`config.mk`:
```
export PLATFORM = sky130hd
export DESIGN_NAME = halflife_decay_seq
export DESIGN_NICKNAME = d
export VERILOG_FILES = /design/src/rtl/halflife_pkg.sv /design/src/rtl/halflife_decay_seq_btn_sync_edge.sv /design/src/rtl/halflife_decay_seq.sv
export SDC_FILE = /design/constraint.sdc
export NUM_CORES = 1
export LEC_CHECK = 0
export CELL_PAD_IN_SITES_DETAIL_PLACEMENT = 0
export CELL_PAD_IN_SITES_GLOBAL_PLACEMENT = 2
export CORE_AREA = 2 2 61 92
export DETAILED_ROUTE_END_ITERATION = 8
export DIE_AREA = 0 0 63 94
export GPL_TIMING_DRIVEN = 0
export PLACE_DENSITY = 0.74
export SYNTH_ARGS = -nofsm -noshare
export SYNTH_HDL_FRONTEND = slang
export SYNTH_HIERARCHICAL = 1
export SYNTH_SLANG_ARGS = --single-unit
```
`constraint.sdc`:
```
create_clock -name i_clk -period 2.9 [get_ports i_clk]
set_input_delay 0.725 -clock i_clk [delete_from_list [all_inputs] [get_ports i_clk]]
set_output_delay 0.725 -clock i_clk [all_outputs]
set_load 0.02 [all_outputs]
```
`src/rtl/halflife_pkg.sv`:
```
// Shared types and default widths for the half-life decay sequencer.
package halflife_pkg;

  localparam int N_DEF    = 4;
  localparam int HL_W_DEF = 4;

  typedef enum logic [2:0] {
    IDLE,
    LOAD,
    SETTLE,
    RUN,
    PAUSE,
    DONE
  } state_t;

endpackage

```
`src/rtl/halflife_decay_seq_btn_sync_edge.sv`:
```
// Raw button -> 2-FF synchronizer -> registered rising-edge pulse.
// The one-cycle pulse appears 3 clocks after the async edge; a held button yields one pulse.
module btn_sync_edge (
  input  logic i_clk,
  input  logic i_rst,
  input  logic i_btn,
  output logic o_pulse
);

  logic r_sync1;
  logic r_sync2;
  logic r_prev;
  logic r_pulse;

  always_ff @(posedge i_clk) begin
    if (i_rst) begin
      r_sync1 <= 1'b0;
      r_sync2 <= 1'b0;
      r_prev  <= 1'b0;
      r_pulse <= 1'b0;
    end else begin
      r_sync1 <= i_btn;
      r_sync2 <= r_sync1;
      r_prev  <= r_sync2;
      r_pulse <= r_sync2 & ~r_prev;
    end
  end

  assign o_pulse = r_pulse;

endmodule

```
`src/rtl/halflife_decay_seq.sv`:
```
// Drives load/down strobes into an external up/down counter so its value halves every
// half-life period; strobes are combinational from state and the sampled counter value.
module halflife_decay_seq
  import halflife_pkg::*;
#(
  parameter int N          = N_DEF,
  parameter int PRESCALE   = 4,
  parameter int HALF_TICKS = 10,
  parameter int HL_W       = HL_W_DEF
) (
  input  logic            i_clk,
  input  logic            i_rst,
  input  logic            i_start_btn,
  input  logic            i_pause_btn,
  input  logic [N-1:0]    i_init_val,
  input  logic [N-1:0]    i_cnt_val,
  output logic            o_cnt_load,
  output logic            o_cnt_up,
  output logic            o_cnt_down,
  output logic [N-1:0]    o_cnt_in,
  output logic            o_busy,
  output logic            o_done,
  output logic [HL_W-1:0] o_hl_count
);

  localparam int PW = $clog2(PRESCALE);
  localparam int TW = $clog2(HALF_TICKS);

  // A period must be long enough for the largest halving to finish before the next compare.
  if (PRESCALE < 2 || HALF_TICKS < (1 << (N - 1))) begin : g_bad_params
    $error("halflife_decay_seq: need PRESCALE>=2 and HALF_TICKS>=2**(N-1)");
  end

  state_t          r_state;
  state_t          w_state_nxt;
  logic [PW-1:0]   r_presc;
  logic [PW-1:0]   w_presc_nxt;
  logic [TW-1:0]   r_tick;
  logic [TW-1:0]   w_tick_nxt;
  logic [N-1:0]    r_target;
  logic [N-1:0]    w_target_nxt;
  logic [HL_W-1:0] r_hl;
  logic [HL_W-1:0] w_hl_nxt;
  logic [N-1:0]    w_post;
  logic            w_start_p;
  logic            w_pause_p;
  logic            w_tick;

  btn_sync_edge u_start_sync (
    .i_clk  (i_clk),
    .i_rst  (i_rst),
    .i_btn  (i_start_btn),
    .o_pulse(w_start_p)
  );

  btn_sync_edge u_pause_sync (
    .i_clk  (i_clk),
    .i_rst  (i_rst),
    .i_btn  (i_pause_btn),
    .o_pulse(w_pause_p)
  );

  assign w_tick = (r_presc == PW'(PRESCALE - 1));

  always_ff @(posedge i_clk) begin
    if (i_rst) begin
      r_state  <= IDLE;
      r_presc  <= '0;
      r_tick   <= '0;
      r_target <= '0;
      r_hl     <= '0;
    end else begin
      r_state  <= w_state_nxt;
      r_presc  <= w_presc_nxt;
      r_tick   <= w_tick_nxt;
      r_target <= w_target_nxt;
      r_hl     <= w_hl_nxt;
    end
  end

  always_comb begin
    w_state_nxt  = r_state;
    w_presc_nxt  = r_presc;
    w_tick_nxt   = r_tick;
    w_target_nxt = r_target;
    w_hl_nxt     = r_hl;
    w_post       = i_cnt_val;
    o_cnt_load   = 1'b0;
    o_cnt_down   = 1'b0;
    o_cnt_in     = '0;

    case (r_state)
      IDLE: begin
        if (w_start_p) w_state_nxt = LOAD;
      end

      LOAD: begin
        o_cnt_load  = 1'b1;
        o_cnt_in    = i_init_val;
        w_presc_nxt = '0;
        w_tick_nxt  = '0;
        w_hl_nxt    = '0;
        w_state_nxt = SETTLE;
      end

      SETTLE: begin
        if (i_cnt_val == '0) begin
          w_state_nxt = DONE;
        end else begin
          w_target_nxt = i_cnt_val >> 1;
          w_state_nxt  = RUN;
        end
      end

      RUN: begin
        if (w_start_p) begin
          w_state_nxt = LOAD;
        end else begin
          w_presc_nxt = w_tick ? '0 : r_presc + PW'(1);
          if (w_tick) begin
            o_cnt_down = (i_cnt_val > r_target);
            // The counter has not applied this cycle's down yet, so account for it here.
            w_post = i_cnt_val - N'(o_cnt_down);
            if (r_tick == TW'(HALF_TICKS - 1)) begin
              w_tick_nxt = '0;
              if (r_hl != '1) w_hl_nxt = r_hl + HL_W'(1);
              if (w_post == '0) w_state_nxt = DONE;
              else              w_target_nxt = w_post >> 1;
            end else begin
              w_tick_nxt = r_tick + TW'(1);
            end
          end
          // The pause cycle itself still counts, so the frozen span equals the pause length.
          if (w_pause_p && w_state_nxt == RUN) w_state_nxt = PAUSE;
        end
      end

      PAUSE: begin
        if (w_start_p)      w_state_nxt = LOAD;
        else if (w_pause_p) w_state_nxt = RUN;
      end

      DONE: begin
        if (w_start_p) w_state_nxt = LOAD;
      end

      default: w_state_nxt = IDLE;
    endcase
  end

  assign o_cnt_up   = 1'b0;
  assign o_busy     = (r_state == LOAD) || (r_state == SETTLE) ||
                      (r_state == RUN)  || (r_state == PAUSE);
  assign o_done     = (r_state == DONE);
  assign o_hl_count = r_hl;

endmodule

```
=== Word level (Yosys, flattened, before mapping) ===
Cells that the tools add are included.

* Add/subtract/negate cells: 4
* Magnitude comparators: 1
* Equality and inequality tests: 17
* Muxes and demuxes: 35
* Bitwise operators: 4
* Reductions and logical operators: 15

{| class="wikitable"
|+ Operators by type and width
! operator !! number
|-
| 4-bit 2-to-1 mux || 13
|-
| 3-bit 2-to-1 mux || 11
|-
| 4-bit case mux with 2 select lines || 3
|-
| 3-bit case mux with 5 select lines || 1
|-
| 2-bit != test, second input constant || 6
|-
| 3-bit by 2-bit == test with 1-bit output, second input constant || 3
|-
| 4-bit by 1-bit adder with 4-bit output, second input constant || 2
|-
| 4-bit logical NOT || 2
|-
| 3-bit == test, second input constant || 2
|-
| 6-bit AND reduction || 1
|-
| 5-bit AND reduction || 1
|-
| 4-bit == test, second input constant || 1
|-
| 4-bit > comparator || 1
|-
| 1-bit 2-to-1 mux || 4
|-
| 2-bit 2-to-1 mux || 2
|-
| 4-bit != test, second input constant || 1
|-
| 2-bit case mux with 2 select lines || 1
|-
| 2-bit AND reduction || 2
|-
| 2-bit nonzero test || 2
|-
| 4-bit by 1-bit subtractor with 4-bit output || 1
|-
| 3-bit by 1-bit == test with 1-bit output, second input constant || 1
|-
| 3-bit logical NOT || 1
|-
| 1-bit logical OR || 3
|-
| 3-bit by 1-bit != test with 1-bit output, second input constant || 1
|-
| other kinds (8) || 10
|}

* Bits in registers: 25
* Output and inout port bits: 13
* Logic and storage cells: 89

=== Longest topological paths before layout ===
* Word-level depth: 13
* Depth in mapped cells: 13
* Gate-level depth less buffers: 13

=== Hierarchy ===
The synthesis kept the hierarchy.

{| class="wikitable"
|+ Modules (own cells, without submodules)
! module !! instances !! cells an instance !! area each (um^2) !! seq. area each (um^2)
|-
| halflife_decay_seq || 1 || 140 || 1129.8 || 320.3
|-
| btn_sync_edge || 2 || 8 || 111.4 || 80.1
|}

=== Worst setup path before layout ===
Ideal clock, no wire load.

* Path kind: input to register
* From: input i_cnt_val[1]
* To: register r_target[0]
* Library setup time: 67 ps
* Data arrival time: 2935 ps
* Data required time: 2833 ps
* Slack: -102 ps
* Stages on the path: 12
* Buffers on the path: 0
* Cell sequence: ha_1 nor2b_1 o21ai_0 nand2b_1 a21o_1 ha_1 ha_1 xnor2_1 and3_2 a211o_1 a221o_1 a21oi_2

* Word-level cells in the longest chain between the ends: 7
* Elaborated cells on any way between the ends: 13
* Classes of those cells: 1 x add/sub; 1 x order compare; 2 x eq/ne; 6 x mux; 3 x reduce/logical

{| class="wikitable"
|+ RTL lines
! element !! line !! text
|-
| start, declared || halflife_decay_seq.sv:16 || <nowiki>input logic [N-1:0] i_cnt_val,</nowiki>
|-
| 4-bit > comparator || halflife_decay_seq.sv:121 || <nowiki>o_cnt_down = (i_cnt_val > r_target);</nowiki>
|-
| 4-bit by 1-bit subtractor with 4-bit output || halflife_decay_seq.sv:123 || <nowiki>w_post = i_cnt_val - N'(o_cnt_down);</nowiki>
|-
| 4-bit 2-to-1 mux || halflife_decay_seq.sv:127 || <nowiki>if (w_post == '0) w_state_nxt = DONE;</nowiki>
|-
| 4-bit 2-to-1 mux || halflife_decay_seq.sv:124 || <nowiki>if (r_tick == TW'(HALF_TICKS - 1)) begin</nowiki>
|-
| 4-bit 2-to-1 mux || halflife_decay_seq.sv:120 || <nowiki>if (w_tick) begin</nowiki>
|-
| 4-bit 2-to-1 mux || halflife_decay_seq.sv:116 || <nowiki>if (w_start_p) begin</nowiki>
|-
| 4-bit case mux with 2 select lines || halflife_decay_seq.sv:92 || <nowiki>case (r_state)</nowiki>
|-
| end signal, assigned || halflife_decay_seq.sv:76 || <nowiki>r_target <= w_target_nxt;</nowiki>
|-
| end, declared || halflife_decay_seq.sv:40 || <nowiki>logic [N-1:0] r_target;</nowiki>
|}

Several ways; a longest one is shown, not always the timed one. The select of a mux whose other input is x is not followed.
A chain may end at the register's enable or synchronous reset.

=== Worst setup path after layout ===
Ends and elaborated chain as after synthesis.

==> impl_metrics.env <==
export IMPL_hold_ws_ns=0.413
export IMPL_end_kind="flip-flop"
export IMPL_vias=1208
export IMPL_hp_class="flip-flop to flip-flop"
export IMPL_worst_slew_pin_slew_ns=0.549
export IMPL_cts_tree="built"
export IMPL_synthDistinctLibCells=40
export IMPL_ctsHoldBuffers=0
export IMPL_ios=25
export IMPL_drt_iter0_markers=35
export IMPL_wl_per_cell_um=13.0
export IMPL_cts_buffers=3
export IMPL_coreArea_sq_um=5080
export IMPL_grt_ovfl_total=0
export IMPL_skew_ns=0.00562
export IMPL_path_class="input pin to flip-flop"
export IMPL_max_stage_delay_ns=0.35
export IMPL_grt_first_pass_wirelength_um=5570
export IMPL_route_met2_wl_um=1870
export IMPL_diodes=0
export IMPL_dp_cells=247
export IMPL_grt_setup_unrepaired="false"
export IMPL_period_share_pct=96.3
export IMPL_clk_pin_slew_ns=0.08
export IMPL_crit_top_cell="ha_4"
export IMPL_yosys_register_bits=24
export IMPL_die_h_um=94
export IMPL_finalNonFillerCells=253
export IMPL_grt_start_max_net_pins=15
export IMPL_final_hold_viol_count=0
export IMPL_post_route_util_pct=36.4
export IMPL_status="completed"
export IMPL_die_area_sq_um=5920
export IMPL_yosysSeqAreaShare_pct=35.5
export IMPL_wl_met1_um=1330
export IMPL_path_max_fanout=5
export IMPL_period_needed_ns=2.79
export IMPL_async_flop_share_pct=0
export IMPL_grt_antenna_before_repair=0
export IMPL_drive_gt1_share_pct=18.9
export IMPL_clock_latency_ns=0.26
export IMPL_synth_fp_nets=177
export IMPL_synth_edf_count=0
export IMPL_worst_setup_path_start_kind="input pin"
export IMPL_firstDrtPassIters=3
export IMPL_setup_viol=0
export IMPL_gr_usage_all_layers_pct=11.6
export IMPL_routabilityCongestion=0.762
export IMPL_ys_warn_count=6
export IMPL_io_buffer_count=23
export IMPL_crit_chain="buf_6 -> ha_4 -> nor2b_4 -> o21ai_1 -> nand2b_1 -> a21o_1 -> ha_4 -> ha_4 -> xnor2_2 -> and3_4 -> a211o_4 -> a221o_1 -> a21oi_2"
export IMPL_syn2layout_area_growth_pct=36.7
export IMPL_viasPerCell=4.77
export IMPL_nets=207
export IMPL_std_cell_rows=32
export IMPL_fp_dieW_um=63
export IMPL_ant_nets=0
export IMPL_power_w=0.000700
export IMPL_grt_pass1_vias=1198
export IMPL_fmax_mhz=358
export IMPL_worstPathArrival_ns=2.99
export IMPL_p_leak_nw=0.695
export IMPL_cts_sinks=24
export IMPL_worst_ir_drop_vdd_uv=202
export IMPL_syn_area_per_cell_sq_um=8.67
export IMPL_synthesis_area_sq_um=1350
export IMPL_routed_top_layer="met4"
export IMPL_clockBufferDepth=2
export IMPL_power_density_nw_per_um2=378
export IMPL_cp_top_family="compound AO/OA/AOI/OAI gates"
export IMPL_route_met3_wl_um=67
export IMPL_initial_core_util_pct=26.6
export IMPL_root_buffer="clkbuf_8"
export IMPL_critPathSlowestCell="a211o_4"
export IMPL_required_ns=3.10
export IMPL_htreeDepth=1
export IMPL_drv_slew=0
export IMPL_maxSlewHeadroom_pct=63.1
export IMPL_drcViolationCount=0
export IMPL_synth_cells=156
export IMPL_dp_hpwl_um=2510
export IMPL_worst_path_buf_inv=1
export IMPL_wirelength_um=3280
export IMPL_ys_flop_type="dfxtp_1"
export IMPL_fill_cells=538
export IMPL_drv_cap=0
[logic make-up after synthesis]
logic type               count (synthesis)  synth area share, %
adder cells (fa/ha/maj)                  9                 8.33
flip-flops                              24                 35.5
AND/OR/NAND/NOR                         69                 29.8
XOR/XNOR                                10                 6.48
buffers and inverters                   15                 5.55
other                                    1                0.277
AO/OA/AOI/OAI                           28                 14.1
[cell type report]
class	instances	area [sq um]	area share [%]
clock inverter	1	30.0	1.62
sequential	24	480	26.0
multi-input combinational	117	900	48.6
clock buffer	3	41.3	2.23
timing repair buffer	25	236	12.8
inverter	8	30.0	1.62
buffer	7	46.3	2.50
tap	68	85.1	4.60
[cells in the mapped netlist, types with 3 or more instances]
| master | n | area [sq um] |
|---|---|---|
| a311oi_1 | 3 | 26.3 |
| dfxtp_1 | 24 | 480 |
| inv_1 | 8 | 30.0 |
| o21ai_0 | 4 | 20.0 |
| nor2b_1 | 7 | 43.8 |
| ha_1 | 9 | 113 |
| and3_1 | 5 | 31.3 |
| nand2b_1 | 7 | 43.8 |
| nand2_1 | 11 | 41.3 |
| nand3_1 | 6 | 30.0 |
| nor3_1 | 3 | 15.0 |
| a21oi_1 | 8 | 40.0 |
| xnor2_1 | 7 | 61.3 |
| xor2_1 | 3 | 26.3 |
| a31oi_1 | 3 | 18.8 |
| nor2_1 | 12 | 45.0 |
| nor3b_2 | 3 | 37.5 |
[layer usage]
metal	track usage (%)	vias to the layer above
met5	0	-
met4	3.33	0
met3	1.68	2
met2	21.7	10
met1	13.6	591
li1	-	605
[sequential cells by signal, indices dropped and copies added, names as in the netlist]
name and count:
o_hl_count 4, r_tick 4, r_state 3, r_target 3, r_presc 2, u_pause_sync/o_pulse 1, u_pause_sync/r_prev 1, u_pause_sync/r_sync1 1
u_pause_sync/r_sync2 1, u_start_sync/o_pulse 1, u_start_sync/r_prev 1, u_start_sync/r_sync1 1, u_start_sync/r_sync2 1
[per-stage QoR]
stage	instance area (sq um)	setup TNS [ns]	worst slack, ns
2_1_floorplan	1370	0	0.0429
3_3_place_gp	1690	-3.93	-0.748
3_5_place_dp	1690	-4.19	-0.783
4_1_cts	1780	0	0.00196
5_1_grt	1850	0	0.00730
6_report	1850	0	0.108
[cells in the final DEF (no fill, tap or decap), types with 6 or more instances in the layout]
cell type	n
nor2_1	12
xnor2_1	6
a21oi_1	7
clkdlybuf4s50_1	19
inv_1	7
nand2_1	11
nand2b_1	7
nand3_1	6
nor2b_1	6
dfxtp_1	24
[what timing repair did]
action                                 CTS  global route
pin swaps                                4            10
buffers inserted                         1             1
endpoints found under the hold margin    0             0
setup endpoints to repair                7             5
resized for setup                       13            20
[worst paths after layout]
path / start / endpoint / slack, ns / cells after the start
worst max-delay path: i_cnt_val[1] / r_target[0] / 0.11 / 13
worst min register to register: u_start_sync/r_prev / u_start_sync/o_pulse / 0.41 / 1
worst max register to register: r_target[1] / r_target[0] / 0.25 / 13
worst min-delay path: u_start_sync/r_prev / u_start_sync/o_pulse / 0.41 / 1
[power breakdown]
part / total (W) / switching, W / internal (W)
Combinational: 0.0000750 / 0.0000344 / 0.0000406
Clock: 0.000287 / 0.000103 / 0.000184
Sequential: 0.000338 / 0.00000327 / 0.000334
No activity file was read; power rests on OpenSTA's default activity.
